`src/rtl/mem_arb_pkg.sv`:
```
// Shared types for the IFU/LSU memory arbiter: FSM states, owner tags
// and the latched request record.
package mem_arb_pkg;

    localparam int ADDR_W = 32;
    localparam int DATA_W = 32;
    localparam int MASK_W = DATA_W / 8;

    typedef enum logic [1:0] {IDLE, REQ, RESP} arb_state_e;

    typedef enum logic [1:0] {NONE, IFU, LSU} arb_owner_e;

    typedef struct packed {
        logic [ADDR_W-1:0] addr;
        logic              wen;
        logic [DATA_W-1:0] wdata;
        logic [MASK_W-1:0] wmask;
    } mem_req_t;

endpackage

```
`src/rtl/mem_arbiter_pick.sv`:
```
// Two-way request picker with a one-hot grant {lsu, ifu}.
// MEM_ARB_RR_EN defined: round-robin, remembering the last winner.
// MEM_ARB_RR_EN undefined: fixed priority, LSU over IFU (IFU may starve).
module arb_pick
    import mem_arb_pkg::*;
(
`ifdef MEM_ARB_RR_EN
    input  logic       clk_i,
    input  logic       rst_i,
    input  logic       upd_i,
`endif
    input  logic       ifu_req_i,
    input  logic       lsu_req_i,
    output logic [1:0] gnt_o
);

`ifdef MEM_ARB_RR_EN
    arb_owner_e last_q, last_d;

    // On a tie, the master that did not win last time goes first.
    always_comb begin
        gnt_o  = 2'b00;
        last_d = last_q;
        if (ifu_req_i && lsu_req_i)
            gnt_o = (last_q == LSU) ? 2'b01 : 2'b10;
        else if (lsu_req_i)
            gnt_o = 2'b10;
        else if (ifu_req_i)
            gnt_o = 2'b01;
        if (upd_i)
            last_d = gnt_o[1] ? LSU : IFU;
    end

    // Last-winner register; starts at IFU so the first tie goes to the LSU.
    always_ff @(posedge clk_i or negedge rst_i) begin
        if (!rst_i) last_q <= IFU;
        else        last_q <= last_d;
    end
`else
    // LSU always wins a tie.
    always_comb begin
        gnt_o = 2'b00;
        if (lsu_req_i)      gnt_o = 2'b10;
        else if (ifu_req_i) gnt_o = 2'b01;
    end
`endif

endmodule

```
`src/rtl/mem_arbiter.sv`:
```
// Shares one memory port between IFU and LSU with a single outstanding
// transaction: IDLE (accept) -> REQ (issue) -> RESP (route back).
// Build option: MEM_ARB_RR_EN selects round-robin instead of LSU priority.
// The latched request uses the package widths; keep ADDR_W/DATA_W equal to them.
module mem_arbiter
    import mem_arb_pkg::*;
#(
    parameter int ADDR_W = mem_arb_pkg::ADDR_W,
    parameter int DATA_W = mem_arb_pkg::DATA_W
) (
    input  logic                clk_i,
    input  logic                rst_i,
    input  logic                ifu_req_valid_i,
    output logic                ifu_req_ready_o,
    input  logic [ADDR_W-1:0]   ifu_addr_i,
    output logic                ifu_rsp_valid_o,
    input  logic                ifu_rsp_ready_i,
    output logic [DATA_W-1:0]   ifu_rdata_o,
    input  logic                lsu_req_valid_i,
    output logic                lsu_req_ready_o,
    input  logic [ADDR_W-1:0]   lsu_addr_i,
    input  logic                lsu_wen_i,
    input  logic [DATA_W-1:0]   lsu_wdata_i,
    input  logic [DATA_W/8-1:0] lsu_wmask_i,
    output logic                lsu_rsp_valid_o,
    input  logic                lsu_rsp_ready_i,
    output logic [DATA_W-1:0]   lsu_rdata_o,
    output logic                mem_req_valid_o,
    input  logic                mem_req_ready_i,
    output logic [ADDR_W-1:0]   mem_addr_o,
    output logic                mem_wen_o,
    output logic [DATA_W-1:0]   mem_wdata_o,
    output logic [DATA_W/8-1:0] mem_wmask_o,
    input  logic                mem_rsp_valid_i,
    output logic                mem_rsp_ready_o,
    input  logic [DATA_W-1:0]   mem_rdata_i
);

    arb_state_e state_q, state_d;
    arb_owner_e owner_q, owner_d;
    mem_req_t   req_q, req_d;
    logic [1:0] gnt;
    logic       ifu_hs, lsu_hs, in_idle;

    // Ready is also gated by reset so every output is low while rst_i is held.
    assign in_idle         = rst_i && (state_q == IDLE);
    assign ifu_req_ready_o = in_idle && gnt[0];
    assign lsu_req_ready_o = in_idle && gnt[1];
    assign ifu_hs          = ifu_req_valid_i && ifu_req_ready_o;
    assign lsu_hs          = lsu_req_valid_i && lsu_req_ready_o;

    arb_pick u_pick (
`ifdef MEM_ARB_RR_EN
        .clk_i     (clk_i),
        .rst_i     (rst_i),
        .upd_i     (ifu_hs || lsu_hs),
`endif
        .ifu_req_i (ifu_req_valid_i),
        .lsu_req_i (lsu_req_valid_i),
        .gnt_o     (gnt)
    );

    // Memory side is driven only from the latched request.
    assign mem_req_valid_o = (state_q == REQ);
    assign mem_addr_o      = req_q.addr;
    assign mem_wen_o       = req_q.wen;
    assign mem_wdata_o     = req_q.wdata;
    assign mem_wmask_o     = req_q.wmask;

    // Response demux: zero-latency pass-through to the owner only.
    assign ifu_rsp_valid_o = (state_q == RESP) && (owner_q == IFU) && mem_rsp_valid_i;
    assign lsu_rsp_valid_o = (state_q == RESP) && (owner_q == LSU) && mem_rsp_valid_i;
    assign ifu_rdata_o     = ifu_rsp_valid_o ? mem_rdata_i : '0;
    assign lsu_rdata_o     = lsu_rsp_valid_o ? mem_rdata_i : '0;
    assign mem_rsp_ready_o = (state_q == RESP) &&
                             (((owner_q == IFU) && ifu_rsp_ready_i) ||
                              ((owner_q == LSU) && lsu_rsp_ready_i));

    // Next state, owner and request latch.
    always_comb begin
        state_d = state_q;
        owner_d = owner_q;
        req_d   = req_q;
        case (state_q)
            IDLE: begin
                if (ifu_hs) begin
                    req_d   = '{addr: ifu_addr_i, wen: 1'b0, wdata: '0, wmask: '0};
                    owner_d = IFU;
                    state_d = REQ;
                end else if (lsu_hs) begin
                    req_d   = '{addr: lsu_addr_i, wen: lsu_wen_i,
                                wdata: lsu_wdata_i, wmask: lsu_wmask_i};
                    owner_d = LSU;
                    state_d = REQ;
                end
            end
            REQ: begin
                if (mem_req_ready_i) state_d = RESP;
            end
            RESP: begin
                if (mem_rsp_valid_i && mem_rsp_ready_o) begin
                    state_d = IDLE;
                    owner_d = NONE;
                end
            end
            default: begin
                state_d = IDLE;
                owner_d = NONE;
            end
        endcase
    end

    // State registers; reset aborts any transaction in flight.
    always_ff @(posedge clk_i or negedge rst_i) begin
        if (!rst_i) begin
            state_q <= IDLE;
            owner_q <= NONE;
            req_q   <= '0;
        end else begin
            state_q <= state_d;
            owner_q <= owner_d;
            req_q   <= req_d;
        end
    end

`ifndef SYNTHESIS
    // Memory must not respond unless a request has been issued and accepted.
    a_rsp_outside_resp: assert property (@(posedge clk_i) disable iff (!rst_i)
        mem_rsp_valid_i |-> (state_q == RESP));
`endif

endmodule

```
`config.mk`:
```
export PLATFORM = sky130hd
export DESIGN_NAME = mem_arbiter
export DESIGN_NICKNAME = d
export VERILOG_FILES = /design/src/rtl/mem_arb_pkg.sv /design/src/rtl/mem_arbiter_pick.sv /design/src/rtl/mem_arbiter.sv
export SDC_FILE = /design/constraint.sdc
export NUM_CORES = 1
export LEC_CHECK = 0
export CAP_MARGIN = 20
export CORE_AREA = 5 5 111 113
export CTS_CLUSTER_DIAMETER = 40
export DETAILED_ROUTE_END_ITERATION = 8
export DIE_AREA = 0 0 116 118
export HOLD_SLACK_MARGIN = 0.08
export PLACE_DENSITY = 0.86
export SLEW_MARGIN = 5
export SYNTH_ARGS = -nofsm -noshare
export SYNTH_HDL_FRONTEND = slang
export SYNTH_SLANG_ARGS = --single-unit
```
`constraint.sdc`:
```
create_clock -name clk_i -period 1.79 [get_ports clk_i]
set_input_delay 0.179 -clock clk_i [delete_from_list [all_inputs] [get_ports clk_i]]
set_output_delay 0.179 -clock clk_i [all_outputs]
set_load 0.01 [all_outputs]
```
After elaboration in Yosys (flattened, before gate mapping)

Cells that the tools add are included.

Word-level logic and storage cells: 47
Output and inout bits: 139
Bits of input ports: 141
Bits in registers: 73

Equal/unequal tests: 7
Bitwise operators: 1
Reductions and logical operators: 19
Muxes and demuxes: 14

Operators with widths:

| cell                 | number |
|---|---|
| $mux W69             | 2 |
| $mux W32             | 2 |
| $mux W2              | 7 |
| $logic_and A1 B1 Y1  | 13 |
| $pmux W2 S3          | 2 |
| $reduce_and A3 Y1    | 2 |
| $eq A2 B1 Y1 const B | 2 |
| $eq A2 B2 Y1 const B | 2 |
| $ne A2 B1 Y1 const B | 2 |
| $ne A3 B3 Y1 const B | 1 |
| $logic_not A2 Y1     | 1 |
| $reduce_and A2 Y1    | 1 |
| $reduce_bool A2 Y1   | 1 |
| $logic_or A1 B1 Y1   | 1 |
| $mux W1              | 1 |
| $not A1 Y1           | 1 |

Logic depth before layout (Yosys ltp)

Depth in word-level cells: 7
Depth in mapped cells: 5
Depth with buffers taken out: 4

Hierarchy

A second synthesis with hierarchy kept.

Cell total of the unflattened synthesis: 427
Area, all modules: 4058.9 um2

By module, submodules not included:

| module      | cells each | instances | area each (um2) | seq. area each (um2) |
|---|---|---|---|---|
| mem_arbiter | 425        | 1         | 4037.6          | 1826.8 |
| arb_pick    | 2          | 1         | 21.3            | 0.0 |

Worst setup path before layout

No wires, ideal clock.

Path type: register -> output
Start point: register state_q[0]
End point: output port lsu_rdata_o[10]
Stages on the path, launching flop included: 5
Arrival time: 1281 ps
Data required time: 1611 ps
Setup slack: 330 ps
Path buffers: 1
Path through: dfrtp_1 > nand3b_1 > nor3b_2 > clkbuf_1 > and2_1

Longest elaborated chain between the ends: 4

RTL lines:

| what                             | line               | source |
|---|---|---|
| start, declared                  | mem_arbiter.sv:39  | `arb_state_e state_q, state_d;` |
| start signal, assigned           | mem_arbiter.sv:120 | `state_q <= state_d;` |
| $eq A2 B2 Y1                     | mem_arbiter.sv:72  | `assign lsu_rsp_valid_o = (state_q == RESP) && (owner_q == LSU) && mem_rsp_valid_i;` |
| $logic_and A1 B1 Y1 (2 in a row) | mem_arbiter.sv:72  |  |
| $mux W32                         | mem_arbiter.sv:74  | `assign lsu_rdata_o = lsu_rsp_valid_o ? mem_rdata_i : '0;` |
| end, declared                    | mem_arbiter.sv:27  | `output logic [DATA_W-1:0] lsu_rdata_o,` |

Every way passes these cells.

Worst setup path after layout

Start point: register state_q[0]
End point: output port lsu_rsp_valid_o

Longest elaborated chain between the ends: 3

RTL lines:

| what                             | line              | source |
|---|---|---|
| $eq A2 B2 Y1                     | mem_arbiter.sv:72 |  |
| $logic_and A1 B1 Y1 (2 in a row) | mem_arbiter.sv:72 |  |
| end, declared                    | mem_arbiter.sv:25 | `output logic lsu_rsp_valid_o,` |

Every way passes these cells.

==> results.yml <==
outcome:
  status: "finished with violations"
  violations: "negative setup slack"
final_layout:
  drive_gt1_share_pct: 38.78
  nFillCells: 800
  nNetsFinal: 725
  layout_commonest_cell: "clkdlybuf4s50_1"
  final_cell_mix: "clkdlybuf4s50_1, dfrtp_1, buf_6, and2_4, a22o_1"
  multi_input_area_mm2: 0.001879
  seq_area_mm2: 0.001827
  n_antenna_cell: 0
  syn_to_final_growth_pct: 98.03
cts:
  cts_hold_buf: 0
  cts_buffers: 9
  clock_path_buffers: 2
  clock_sinks: 73
  htree_levels: 3
  cts_tree: "built"
  clk_latency_ns: 0.34
  root_buffer: "clkbuf_16"
  clk_pin_slew_ns: 0.06
pwr:
  p_comb_share_pct: 49.2
  clkPwrFrac_pct: 17.9
  p_int_mw: 6.198
  p_sw_share_pct: 31.45
  p_per_area_mw_per_mm2: 1238
  sequentialPowerShare_pct: 32.9
  leakage_nw: 3.333
  ir_drop_v: 0.0008564
  power.total_mw: 9.041
  p_switching_mw: 2.843
setup_path:
  rr_worst_depth: 7
  ff2ff_setup_slack_ns: 0.16
  worstPathMaxFanout: 14
  start_kind: "flip-flop"
  r2r_start: "state_q[0]$_DFFE_PN0P_"
  r2r_end: "mem_wdata_o[28]$_DFFE_PN0P_"
  end_kind: "output port"
  arrival_ns: 1.85
  critical_path_class: "reg2out"
  cp.required_ns: 1.61
yosys:
  syn_nets: 428
  syn_inst: 287
  synth_top_family_by_area: "multiplexers"
  ys_seq_area_share_pct: 49.53
  synth_cell_type_count: 27
  yosysWarnings: 0
  netlist_area_mm2: 0.003689
  synth.avg_cell_area_um2: 12.85
  ys_ff_latch: 73
  synth_compound_area_share_pct: 10.85
  yosys.area_share.simple_pct: 13.50
  synth-xor-area-share_pct: 0
  synth_adder_area_share_pct: 0
  yosys-mux-area-fraction_pct: 22.49
timing:
  hold_viol_final: 0
  finalSetupViolations: 66
  fmax_ghz: 0.4928
  skew_ns: 0.009828
  maxSlewHeadroom_pct: 40.11
  min_period_over_period_pct: 113.4
  min_period_ns: 2.029
  setup_ws_ns: -0.2391
  rsz0062_at_grt: "true"
  worst_pin_slew_ns: 0.8984
  tns_ns: -12.37
  maxSlewViolCount: 0
global_routing:
  gr-total-overflow: 0
  grtUsageTotal_pct: 19.16
  antenna_found_initial: 0
  grt_pass1_wl_mm: 20.52
  grt_max_degree: 74
  grt_pass1_vias: 3878
min_path:
  hold_class: "in2async"
floorplanning:
  die_h_um: 118
  die_area_mm2: 0.01369
  fp.dieW_um: 116
  initial_core_util_pct: 32.87
  num_rows: 39
  core_area_mm2: 0.01122
  ios: 280
detailed_routing:
  ant_nets: 0
  vias: 3575
  drc: 0
  via_per_inst: 4.891
  wl_per_cell_um: 19.69
  firstDrtPassIters: 4
  first_iter_violations: 97
  routed_wl_mm: 14.39
placed_design:
  place_congestion: 0.8377
  pre_cts_ws_ns: -0.3539
  port_buffers: 279
  hpwl_mm: 10.67
run:
  drv_cap: 0
critical path, cell delays in order (launching register included):
cell           delay [ns]
dfrtp_1              0.39
nand3b_1             0.27
nor3b_4              0.31
buf_12               0.17
buf_6                0.10
dlygate4sd2_1        0.27
flip-flops by register name (all words and copies together) (netlist names):
signal,flops
state_q,2
owner_q,2
mem_wmask_o,4
mem_wdata_o,32
mem_addr_o,32
mem_wen_o,1
layout make-up:
| class | instances | share of cell area, % |
|---|---|---|
| inverters | 3 | 0.1542 |
| clock inverters | 6 | 0.5995 |
| well taps | 143 | 2.449 |
| flip-flops and latches | 73 | 25.01 |
| clock buffers | 9 | 3.083 |
| repair buffers | 307 | 42.98 |
| multi-input cells | 190 | 25.73 |
Yosys cell counts:
| library cell | instances | area [µm²] |
|---|---|---|
| nand3b_1 | 1 | 7.510 |
| a211o_1 | 1 | 8.760 |
| o211ai_2 | 1 | 12.51 |
| nor3_2 | 1 | 10.01 |
| nand2_1 | 2 | 7.510 |
| a32o_1 | 1 | 10.01 |
| mux2_2 | 35 | 394.1 |
| nor2b_1 | 2 | 12.51 |
| a22o_1 | 38 | 332.8 |
| and3_1 | 2 | 12.51 |
| clkbuf_1 | 8 | 30.03 |
| nand3_1 | 2 | 10.01 |
| nor2_1 | 1 | 3.750 |
| nor3b_2 | 1 | 12.51 |
| a21o_1 | 1 | 7.510 |
| buf_2 | 8 | 40.04 |
| and2_1 | 64 | 400.4 |
| mux2_4 | 29 | 435.4 |
| buf_6 | 4 | 45.04 |
| nand2b_1 | 2 | 12.51 |
| a41oi_1 | 1 | 8.760 |
| buf_4 | 1 | 7.510 |
| a21oi_1 | 3 | 15.01 |
| inv_1 | 3 | 11.26 |
| nor2b_2 | 1 | 8.760 |
| dfrtp_1 | 73 | 1827 |
| o21ai_0 | 1 | 5.000 |
worst max-delay path by stage:
| stage | start | end | slack (ns) | cells after the start |
|---|---|---|---|---|
| finish | state_q[0]$_DFFE_PN0P_ | lsu_rsp_valid_o | -0.24 | 5 |
| global route | state_q[0]$_DFFE_PN0P_ | lsu_rsp_valid_o | -0.34 | 5 |
| CTS | state_q[0]$_DFFE_PN0P_ | lsu_rdata_o[24] | -0.47 | 5 |
| detailed placement | mem_rsp_valid_i | lsu_rdata_o[15] | -0.35 | 6 |
| global placement | mem_rsp_valid_i | lsu_rdata_o[15] | -0.36 | 6 |
| floorplan | state_q[0]$_DFFE_PN0P_ | lsu_rdata_o[10] | 0.33 | 4 |
per-stage QoR:
stage               hold slack [ns]  area [µm²]  utilization (%)  instances
global route                 0.1747        7305            65.08        731
CTS                          0.1062        6898            61.46        721
detailed placement           0.4725        6746            60.11        706
finish                      0.06873        7305            65.08        731
floorplan                   -0.1166        3689                -        287
global placement             0.4440        6746            60.11        706
power groups by stage:
| stage | sequential (mW) | clock (mW) | combinational, mW |
|---|---|---|---|
| floorplan | 3.33 | 0 | 1.29 |
| global placement | 2.91 | 0 | 4.26 |
| detailed placement | 2.98 | 0 | 4.36 |
| CTS | 2.96 | 1.66 | 4.34 |
| global route | 3.07 | 1.73 | 4.70 |
| finish | 2.97 | 1.62 | 4.45 |
routing by layer:
metal / part of all wire (%) / vias to the layer above / routed length [µm] / GRT usage (%)
met5: 0 / - / 0 / 0
met4: 3.4 / 0 / 489 / 7.252
met3: 11 / 30 / 1628 / 7.301
met2: 52 / 207 / 7454 / 33.99
met1: 33 / 1729 / 4817 / 20.18
li1: - / 1609 / - / -
timing repair:
| item | in CTS | in global routing |
|---|---|---|
| buffers inserted | 0 | 4 |
| gates resized for setup | 101 | 243 |
| pin swaps | 1 | 31 |
| setup endpoints to repair | 70 | 66 |
| gates cloned | 0 | 6 |
kinds of logic after synthesis:
| logic type | after synthesis |
|---|---|
| buffers and inverters | 24 |
| AO/OA/AOI/OAI | 47 |
| AND/OR/NAND/NOR | 79 |
| flip-flops | 73 |
| multiplexers | 64 |
Power figures use the tool's default switching activity.
